--- src/rtl/axis_pack_arb_pkg.sv ---
// Shared types and constants for the packet round-robin arbiter that feeds the nibble packer.
package axis_pack_arb_pkg;

    typedef enum logic [1:0] {
        IDLE  = 2'd0,
        BURST = 2'd1,
        GAP   = 2'd2
    } arb_state_e;

    // tkeep carries a valid-bit count, not a byte mask
    localparam logic [7:0] KEEP_4  = 8'd4;
    localparam logic [7:0] KEEP_8  = 8'd8;
    localparam logic [7:0] KEEP_12 = 8'd12;
    localparam logic [7:0] KEEP_16 = 8'd16;

    function automatic int sel_w(input int n);
        return (n > 1) ? $clog2(n) : 1;
    endfunction

    function automatic logic keep_legal(input logic [7:0] k);
        return (k == KEEP_4) || (k == KEEP_8) || (k == KEEP_12) || (k == KEEP_16);
    endfunction

endpackage

--- src/rtl/axis_pack_arb_if.sv ---
// AXI-Stream bundle carrying LANES parallel streams; one instance for the sources, one for the packer.
interface axis_pack_arb_if #(
    parameter int LANES      = 1,
    parameter int DATA_WIDTH = 16
);
    logic [LANES*DATA_WIDTH-1:0] tdata;
    logic [LANES-1:0]            tvalid;
    logic [LANES-1:0]            tready;
    logic [LANES-1:0]            tlast;
    logic [LANES*8-1:0]          tkeep;

    modport master (output tdata, output tvalid, output tlast, output tkeep, input  tready);
    modport slave  (input  tdata, input  tvalid, input  tlast, input  tkeep, output tready);
endinterface

--- src/rtl/axis_pack_arb_rr_pick.sv ---
// Combinational cyclic-priority pick: first requester at or after rr_ptr, wrapping around.
module axis_pack_arb_rr_pick
    import axis_pack_arb_pkg::*;
#(
    parameter  int NUM_SRC = 4,
    localparam int SEL_W   = sel_w(NUM_SRC)
) (
    input  logic [NUM_SRC-1:0] req,
    input  logic [SEL_W-1:0]   rr_ptr,
    output logic [SEL_W-1:0]   winner,
    output logic               any_req
);

    int               idx;
    logic [SEL_W-1:0] idx_s;

    // Walk offsets from farthest to nearest so the nearest requester is the last write.
    always_comb begin
        winner  = '0;
        any_req = 1'b0;
        idx     = 0;
        idx_s   = '0;
        for (int k = NUM_SRC - 1; k >= 0; k--) begin
            idx = int'(rr_ptr) + k;
            if (idx >= NUM_SRC) idx = idx - NUM_SRC;
            idx_s = SEL_W'(idx);
            if (req[idx_s]) begin
                winner  = idx_s;
                any_req = 1'b1;
            end
        end
    end

endmodule

--- src/rtl/axis_pack_arbiter.sv ---
// Packet-locked round-robin arbiter in front of the nibble packer, with a post-tlast flush gap.
// Optional macro AXIS_PACK_ARB_KEEP_CHECK_EN: flag illegal tkeep and force it to 16 on that beat.
module axis_pack_arbiter
    import axis_pack_arb_pkg::*;
#(
    parameter  int DATA_WIDTH = 16,
    parameter  int NUM_SRC    = 4,
    parameter  int GAP_CYCLES = 2,
    localparam int SEL_W      = sel_w(NUM_SRC)
) (
    input  logic             clk,
    input  logic             areset,
    axis_pack_arb_if.slave   s_axis,
    axis_pack_arb_if.master  m_axis,
    output logic             grant_valid,
    output logic [SEL_W-1:0] grant_idx,
    output logic             keep_err
);

    arb_state_e       state;
    logic [SEL_W-1:0] rr_ptr;
    logic [SEL_W-1:0] grant_q;
    logic [3:0]       gap_cnt;

    logic [SEL_W-1:0] winner;
    logic [SEL_W-1:0] rr_next;
    logic             any_req;

    logic [NUM_SRC-1:0][DATA_WIDTH-1:0] src_data;
    logic [NUM_SRC-1:0][7:0]            src_keep;
    logic [NUM_SRC-1:0]                 rdy;

    logic                  active;
    logic                  sel_valid;
    logic                  sel_last;
    logic [DATA_WIDTH-1:0] sel_data;
    logic [7:0]            sel_keep;
    logic [7:0]            keep_out;
    logic                  m_valid;
    logic                  hs;

    assign src_data = s_axis.tdata;
    assign src_keep = s_axis.tkeep;

    axis_pack_arb_rr_pick #(.NUM_SRC(NUM_SRC)) u_pick (
        .req     (s_axis.tvalid),
        .rr_ptr  (rr_ptr),
        .winner  (winner),
        .any_req (any_req)
    );

    assign rr_next = (winner == SEL_W'(NUM_SRC - 1)) ? '0 : winner + SEL_W'(1);

    // Outputs are gated by areset so nothing leaks during the reset cycle itself.
    assign active    = (state == BURST) && !areset;
    assign sel_valid = s_axis.tvalid[grant_q];
    assign sel_last  = s_axis.tlast[grant_q];
    assign sel_data  = src_data[grant_q];
    assign sel_keep  = src_keep[grant_q];
    assign m_valid   = active && sel_valid;
    assign hs        = m_valid && m_axis.tready;

`ifdef AXIS_PACK_ARB_KEEP_CHECK_EN
    logic keep_bad;
    logic keep_err_q;

    assign keep_bad = !keep_legal(sel_keep);
    assign keep_out = keep_bad ? KEEP_16 : sel_keep;
    assign keep_err = keep_err_q && !areset;

    always_ff @(posedge clk) begin
        if (areset)              keep_err_q <= 1'b0;
        else if (hs && keep_bad) keep_err_q <= 1'b1;
    end
`else
    assign keep_out = sel_keep;
    assign keep_err = 1'b0;
`endif

    // Idle bus reads as zeros so the packer never sees a stale mux value.
    assign m_axis.tvalid = m_valid;
    assign m_axis.tdata  = m_valid ? sel_data : '0;
    assign m_axis.tlast  = m_valid && sel_last;
    assign m_axis.tkeep  = m_valid ? keep_out : '0;

    always_comb begin
        rdy = '0;
        if (active) rdy[grant_q] = m_axis.tready;
    end
    assign s_axis.tready = rdy;

    assign grant_valid = active;
    assign grant_idx   = areset ? '0 : grant_q;

    always_ff @(posedge clk) begin
        if (areset) begin
            state   <= IDLE;
            rr_ptr  <= '0;
            gap_cnt <= '0;
            grant_q <= '0;
        end else begin
            case (state)
                IDLE: begin
                    if (any_req) begin
                        grant_q <= winner;
                        rr_ptr  <= rr_next;
                        state   <= BURST;
                    end
                end
                BURST: begin
                    // Grant stays locked through source bubbles; only the tlast handshake releases it.
                    if (hs && sel_last) begin
                        if (GAP_CYCLES == 0) begin
                            state <= IDLE;
                        end else begin
                            gap_cnt <= 4'(GAP_CYCLES - 1);
                            state   <= GAP;
                        end
                    end
                end
                GAP: begin
                    if (gap_cnt == 4'd0) state <= IDLE;
                    else                 gap_cnt <= gap_cnt - 4'd1;
                end
                default: state <= IDLE;
            endcase
        end
    end

endmodule

--- src/flat_wrapper.sv ---
// flat-port wrapper written by rule: the top's interface ports become plain ports
module axis_pack_arbiter_flat import axis_pack_arb_pkg::*;
#(
    parameter  int DATA_WIDTH = 16,
    parameter  int NUM_SRC    = 4,
    parameter  int GAP_CYCLES = 2,
    localparam int SEL_W      = sel_w(NUM_SRC)
)
  (clk, areset, grant_valid, grant_idx, keep_err, s_axis_tdata, s_axis_tvalid, s_axis_tlast, s_axis_tkeep, s_axis_tready, m_axis_tdata, m_axis_tvalid, m_axis_tlast, m_axis_tkeep, m_axis_tready);
  axis_pack_arb_if #(.LANES((4)), .DATA_WIDTH(DATA_WIDTH)) s_axis_i ();
  axis_pack_arb_if #(.LANES(1), .DATA_WIDTH(DATA_WIDTH)) m_axis_i ();
  input  logic clk;
  input  logic areset;
  output logic grant_valid;
  output logic [SEL_W-1:0] grant_idx;
  output logic keep_err;
  input wire logic [$bits(s_axis_i.tdata)-1:0] s_axis_tdata;
  input wire logic [$bits(s_axis_i.tvalid)-1:0] s_axis_tvalid;
  input wire logic [$bits(s_axis_i.tlast)-1:0] s_axis_tlast;
  input wire logic [$bits(s_axis_i.tkeep)-1:0] s_axis_tkeep;
  output wire logic [$bits(s_axis_i.tready)-1:0] s_axis_tready;
  output wire logic [$bits(m_axis_i.tdata)-1:0] m_axis_tdata;
  output wire logic [$bits(m_axis_i.tvalid)-1:0] m_axis_tvalid;
  output wire logic [$bits(m_axis_i.tlast)-1:0] m_axis_tlast;
  output wire logic [$bits(m_axis_i.tkeep)-1:0] m_axis_tkeep;
  input wire logic [$bits(m_axis_i.tready)-1:0] m_axis_tready;
  assign s_axis_i.tdata = s_axis_tdata;
  assign s_axis_i.tvalid = s_axis_tvalid;
  assign s_axis_i.tlast = s_axis_tlast;
  assign s_axis_i.tkeep = s_axis_tkeep;
  assign s_axis_tready = s_axis_i.tready;
  assign m_axis_tdata = m_axis_i.tdata;
  assign m_axis_tvalid = m_axis_i.tvalid;
  assign m_axis_tlast = m_axis_i.tlast;
  assign m_axis_tkeep = m_axis_i.tkeep;
  assign m_axis_i.tready = m_axis_tready;
  axis_pack_arbiter #(.DATA_WIDTH(DATA_WIDTH), .NUM_SRC(NUM_SRC), .GAP_CYCLES(GAP_CYCLES)) u_core (.clk(clk), .areset(areset), .s_axis(s_axis_i), .m_axis(m_axis_i), .grant_valid(grant_valid), .grant_idx(grant_idx), .keep_err(keep_err));
endmodule
--- config.mk ---
export PLATFORM = sky130hd
export DESIGN_NAME = axis_pack_arbiter_flat
export DESIGN_NICKNAME = d
export VERILOG_FILES = /design/src/rtl/axis_pack_arb_pkg.sv /design/src/rtl/axis_pack_arb_if.sv /design/src/rtl/axis_pack_arb_rr_pick.sv /design/src/rtl/axis_pack_arbiter.sv /design/src/flat_wrapper.sv
export SDC_FILE = /design/constraint.sdc
export NUM_CORES = 1
export LEC_CHECK = 0
export ABC_CLOCK_PERIOD_IN_PS = 4500
export CAP_MARGIN = 20
export CORE_ASPECT_RATIO = 2
export CORE_UTILIZATION = 55
export CTS_BUF_LIST = sky130_fd_sc_hd__clkbuf_4
export CTS_CLUSTER_DIAMETER = 120
export DETAILED_ROUTE_END_ITERATION = 7
export DONT_BUFFER_PORTS = 1
export MAX_ROUTING_LAYER = met4
export PLACE_DENSITY = 0.7
export SYNTH_ARGS = -nofsm -noshare
export SYNTH_HDL_FRONTEND = slang
export SYNTH_SLANG_ARGS = --single-unit
--- constraint.sdc ---
create_clock -name clk -period 4.5 [get_ports clk]
set_clock_uncertainty 0.2 [all_clocks]
set_input_delay 0.225 -clock clk [delete_from_list [all_inputs] [get_ports clk]]
set_output_delay 0.225 -clock clk [all_outputs]
set_load 0.02 [all_outputs]
==> flow_summary.toml, run 1 <==
[drt]
wl_mm = 4.15
drt_first_pass_iters = 4
num_vias = 1370
postRouteAntennaNets = 0
drt_iter0_drc = 33
viasPerCell = 7.65
drc_errors = 0
drt-wirelength-per-cell_microns = 23.2

[yosys]
synthTopCellsByArea = "mux4_2 (37%), dfxtp_1 (13%), and3_1 (9.8%)"
synth_edf_count = 0
synth.net_count = 271
yosysTopAreaCell = "mux4_2"
ys_seq_elements = 10
ys_warn_count = 0
synth_most_common_cell = "mux4_2"
ys_seq_area_frac = 0.131
syn_inst = 159
synth_top_area_share = 0.369
async_reset_ff_frac = 0
ys.flop_type = "dfxtp_1"
netlist_area_sq_um = 1530
yosysUniqueCellTypes = 37
ys_top_cells_by_count = "mux4_2 (25), and3_1 (24), a21oi_1 (10), dfxtp_1 (10), inv_1 (9)"
syn_avg_cell_area_sq_um = 9.60

[worst_setup_path]
critPathLaunchType = "register"
crit_type = "register to output pin"
cp.required_ns = 4.07
reg2reg_to = "u_core.gap_cnt[3]"
slowest_delay_ns = 0.78
crit_family = "simple AND/OR/NAND/NOR gates"
crit_chain = "inv_1, ha_1, nor2b_2, nand2_1, nor3_1"
arrival_ns = 2.46
r2r_cells = 5
path_depth = 5
crit_path_start = "u_core.state[1]"
r2r_slack_ns = 1.71
cpMaxStageDelayCell = "nor2b_2"
critPathBufInv = 1
end_kind = "output pin"
crit_end = "s_axis_tready[0]"
reg2reg_from = "u_core.grant_q[0]"
cp_max_fo = 28

[grt]
antenna_found_initial = 0
met1_usage = 0.346
grt_util_met3 = 0.0554
grt_overflow = 0
grt_max_degree = 33
grt_pass1_wl_mm = 6.21
top_usage_layer = "met2"
met2_usage = 0.472
grt_pass1_vias = 1321
grt_usage = 0.292

[layout]
nFillCells = 229
num_antenna_cells = 0
multiInputGateArea_sq_um = 1220
finish.utilization = 0.598
layout-drive-gt1-share = 0.238
syn_to_final_growth_pct = 1.89
nets = 264
regArea_sq_um = 201

[die]
row_count = 26
core_sq_um = 2600
die_area_sq_um = 3000
die_y_microns = 76.5
initial_core_util = 0.587
io_pins = 141
die_x_microns = 39.3

[pwr]
peakVddDrop_mv = 0.331
pwr_density_cell_nw_per_um2 = 528
leakagePower_nw = 0.589

[place]
finalWeightedCongestion = 0.791
portBuffers = 0
hpwl_mm = 3.35

[cts]
cts.clk_slew.worst_paths_ns = 0.07
cts_root_buffer = "clkbuf_4"
cts_tree = "yes"
clock_latency_ns = 0.27
clkSinkCount = 10
cts-buffers-inserted = 3
cts_resized = 0
cts_buffer_depth = 2
cts_htree_levels = 1

[sta]
rsz0062_at_grt = "false"
setup_viol = 0
tightest_slew_ns = 0.956
hold_viol_final = 0
fin_crit_sh = 0.642
drv_slew = 0
hold-worst-slack_ns = 0.172
fin_setup_tns_ns = 0
max_freq_mhz = 346
relSlewSlack = 0.360
layout_min_cycle_time_ns = 2.89

[min_path]
hp-class = "input pin to register"
worstHoldPathCells = 3

[outcome]
run_status = "completed"

[job]
maxCapViolCount = 0
[cell usage in the layout (no fill, tap or decap), types with 2 or more instances in the layout]
cell type   n
ha_1        5
nand3_1     2
dfxtp_1     9
o21ai_0     6
nor3b_1     2
mux4_2     25
nor3_1      5
nor2_1      7
o21a_1      2
clkbuf_4    3
nand2b_1    5
or4_1       2
mux2i_1     2
a21oi_1    10
nand2_1     8
and3_1     24
inv_1       9
mux2_2      2
or3_1       3
[layout make-up]
| cell class | count | area share |
|---|---|---|
| Tap cell | 28 | 0.0225 |
| Inverter | 9 | 0.0217 |
| Clock inverter | 1 | 0.00241 |
| Timing Repair Buffer | 2 | 0.0241 |
| Clock buffer | 3 | 0.0145 |
| Sequential cell | 10 | 0.130 |
| Multi-Input combinational cell | 126 | 0.785 |
[stage by stage]
step | std cells | worst slack (ns) | total power [mW] | cell area (sq um)
after floorplan | 159 | 2.41 | 0.679 | 1530
after global placement | 173 | 1.64 | 0.715 | 1490
after detailed placement | 173 | 1.51 | 0.740 | 1490
after CTS | 178 | 1.47 | 0.808 | 1530
after global routing | 179 | 1.35 | 0.894 | 1560
final | 179 | 1.61 | 0.822 | 1560
[flip-flops by register name, indices dropped and copies added, names as in the netlist]
signal          count
u_core.grant_q      2
u_core.rr_ptr       2
u_core.gap_cnt      4
u_core.state        2
[worst min path at each step]
stage	from	to
floorplan	areset	u_core.state[1]
global placement	areset	u_core.grant_q[0]
detailed placement	areset	u_core.grant_q[0]
CTS	s_axis_tvalid[3]	u_core.rr_ptr[1]
global route	s_axis_tvalid[3]	u_core.rr_ptr[1]
finish	s_axis_tvalid[3]	u_core.rr_ptr[1]
[cells by family (layout without fill, tap and decap cells)]
| kind of cell | Yosys count | after routing | synth area share |
|---|---|---|---|
| multiplexers | 30 | 30 | 0.407 |
| AND/OR/NAND/NOR | 61 | 61 | 0.223 |
| buffers and inverters | 23 | 15 | 0.0705 |
| flip-flops | 10 | 10 | 0.131 |
| adder cells (fa/ha/maj) | 5 | 5 | 0.0410 |
| other | 1 | 1 | 0.00246 |
| AO/OA/AOI/OAI | 29 | 29 | 0.125 |
[tightest hold or removal path, cell delays in order]
cell,delay [ns]
o22ai_1,0.08
a32oi_1,0.21
a21oi_1,0.08
[report_power, final]
group          internal, mW  leakage, nW  switching [mW]  total (mW)
combinational         0.279        0.491           0.271       0.550
clock                0.0322       0.0154          0.0358      0.0680
sequential            0.119       0.0824          0.0857       0.204
[routing by layer]
metal | part of all wire | vias up | routed length [microns]
met1 | 0.36 | 657 | 1490
li1 | - | 608 | -
met4 | 0.022 | 0 | 92
met3 | 0.091 | 12 | 377
met2 | 0.53 | 93 | 2200
met5 | 0 | - | 0
[repair_timing]
action                    4_1_cts  5_1_grt
hold buffers                    1        0
hold endpoints to repair       10        0
buffers inserted                0        0
Note: power is estimated with default switching activity, not from simulation.
==> inputs of run 2 (changes only) <==
Settings changed: ABC_CLOCK_PERIOD_IN_PS 4500 to 3000.
Clock period 4.5 ns to 3 ns, I/O delays scaled along.
==> run 2 against run 1 <==
- register-to-register slack got worse by 0.85 ns
- largest cell class unchanged
- total power up 52%
- worst setup slack got worse by 0.96 ns
- cell count up 3.9%
- via count is 2.6% higher
==> flow_summary.toml, run 2 (same netlist as run 1, synthesis figures left out) <==
[outcome]
run_status = "completed"

[worst_setup_path]
cp.required_ns = 2.65
reg2reg_to = "u_core.gap_cnt[3]"
crit_type = "register to output pin"
critPathLaunchType = "register"
cp_max_fo = 23
end_kind = "output pin"
reg2reg_from = "u_core.grant_q[0]"
crit_end = "m_axis_tdata[12]"
r2r_cells = 4
crit_path_start = "u_core.state[1]"
r2r_slack_ns = 0.86
arrival_ns = 2.00

[cts]
cts_tree = "yes"
cts_buffer_depth = 2
cts.clk_slew.worst_paths_ns = 0.08
cts_root_buffer = "clkbuf_4"
cts_htree_levels = 1
post_cts_buffers = 0
clock_latency_ns = 0.28
clkSinkCount = 10
cts_resized = 0
cts-buffers-inserted = 3

[die]
die_y_microns = 76.5
row_count = 26
io_pins = 141
core_sq_um = 2600
die_area_sq_um = 3000
die_x_microns = 39.3
initial_core_util = 0.587

[drt]
viasPerCell = 7.56
wl_met1_mm = 1.38
drc_errors = 0
routed-wl-met2_mm = 2.37
drt_first_pass_iters = 5
routed.top_layer = "met4"
postRouteAntennaNets = 0
drt_iter0_drc = 53
dr_wl_met3_microns = 453
num_vias = 1406
wl_mm = 4.41
drt-wirelength-per-cell_microns = 23.7

[min_path]
hp-class = "input pin to register"

[sta]
max_freq_mhz = 426
fin_crit_sh = 0.782
tightest_slew_ns = 0.636
drv_slew = 0
setup_viol = 0
layout_min_cycle_time_ns = 2.35
hold-worst-slack_ns = 0.0898
fin_setup_tns_ns = 0
rsz0062_at_grt = "false"
relSlewSlack = 0.574
hold_viol_final = 0

[layout]
layout-drive-gt1-share = 0.272
regArea_sq_um = 201
largest_register_ffs = 4
largest-register = "u_core.gap_cnt"
final_common_cell = "mux4_2"
final_cell_mix = "mux4_2 (25), and3_1 (24), a21oi_1 (10), inv_1 (9), dfxtp_1 (9)"
syn_to_final_growth_pct = 4.02
multiInputGateArea_sq_um = 1220
nets = 271
num_antenna_cells = 0
nFillCells = 230

[place]
finalWeightedCongestion = 0.848
hpwl_mm = 3.68
portBuffers = 0

[grt]
grt_overflow = 0
antenna_found_initial = 0
grt_max_degree = 27
grt_pass1_wl_mm = 6.62
grt_usage = 0.312
grt_pass1_vias = 1433

[pwr]
peakVddDrop_mv = 0.468
pwr_density_cell_nw_per_um2 = 786
leakagePower_nw = 0.620

[job]
maxCapViolCount = 0
## run 2: changes by cell type in the layout (fill, tap and decap cells not counted)
cell	before	now
buf_16	1	0
buf_4	0	8
## run 2: area by class of cell
type | count | share of cell area
inverters | 9 | 0.0213
flip-flops and latches | 10 | 0.127
clock buffers | 3 | 0.0142
repair buffers | 9 | 0.0441
multi-input cells | 126 | 0.769
clock inverters | 1 | 0.00236
well taps | 28 | 0.0221
## run 2: worst min-delay path by stage
stage,startpoint,end,depth (start not counted)
floorplan,areset,u_core.state[1],2
global placement,areset,u_core.grant_q[0],1
detailed placement,areset,u_core.gap_cnt[0],1
CTS,s_axis_tvalid[3],u_core.rr_ptr[1],3
global route,s_axis_tvalid[3],u_core.rr_ptr[1],3
finish,s_axis_tvalid[3],u_core.rr_ptr[1],3
## run 2: power breakdown
group	internal, mW	total, mW	leakage [nW]	switching (mW)
clock	0.0483	0.102	0.0154	0.0542
combinational	0.432	0.906	0.522	0.474
sequential	0.178	0.240	0.0824	0.0623
total	0.658	1.25	0.620	0.591
## run 2: worst max-delay path, stage by stage, from the launching register on
cell and delay, ns:
dfxtp_1 0.33, inv_1 0.09, ha_1 0.17, nor2b_2 0.55
buf_4 0.28, and3_1 0.30
## run 2: per-layer routing
metal / vias up / GRT usage
met5: - / -
met2: 119 / 0.520
met3: 25 / 0.0700
met4: 0 / 0.172
met1: 636 / 0.311
li1: 626 / -
## run 2: repair_timing
item                                    4_1_cts  5_1_grt
hold buffers                                  1        0
endpoints found under the setup margin        0        0
hold endpoints to repair                     10        0
## run 2: per-stage QoR
| step | std cells | setup WS (ns) | power (mW) | util | cell area (sq um) |
|---|---|---|---|---|---|
| after CTS | 186 | 0.602 | 1.25 | 0.610 | 1590 |
| after floorplan | 159 | 0.982 | 1.02 | - | 1530 |
| after global placement | 181 | 0.944 | 1.11 | 0.596 | 1550 |
| after global routing | 186 | 0.469 | 1.36 | 0.610 | 1590 |
| after detailed placement | 181 | 0.852 | 1.15 | 0.596 | 1550 |
| final | 186 | 0.655 | 1.25 | 0.610 | 1590 |
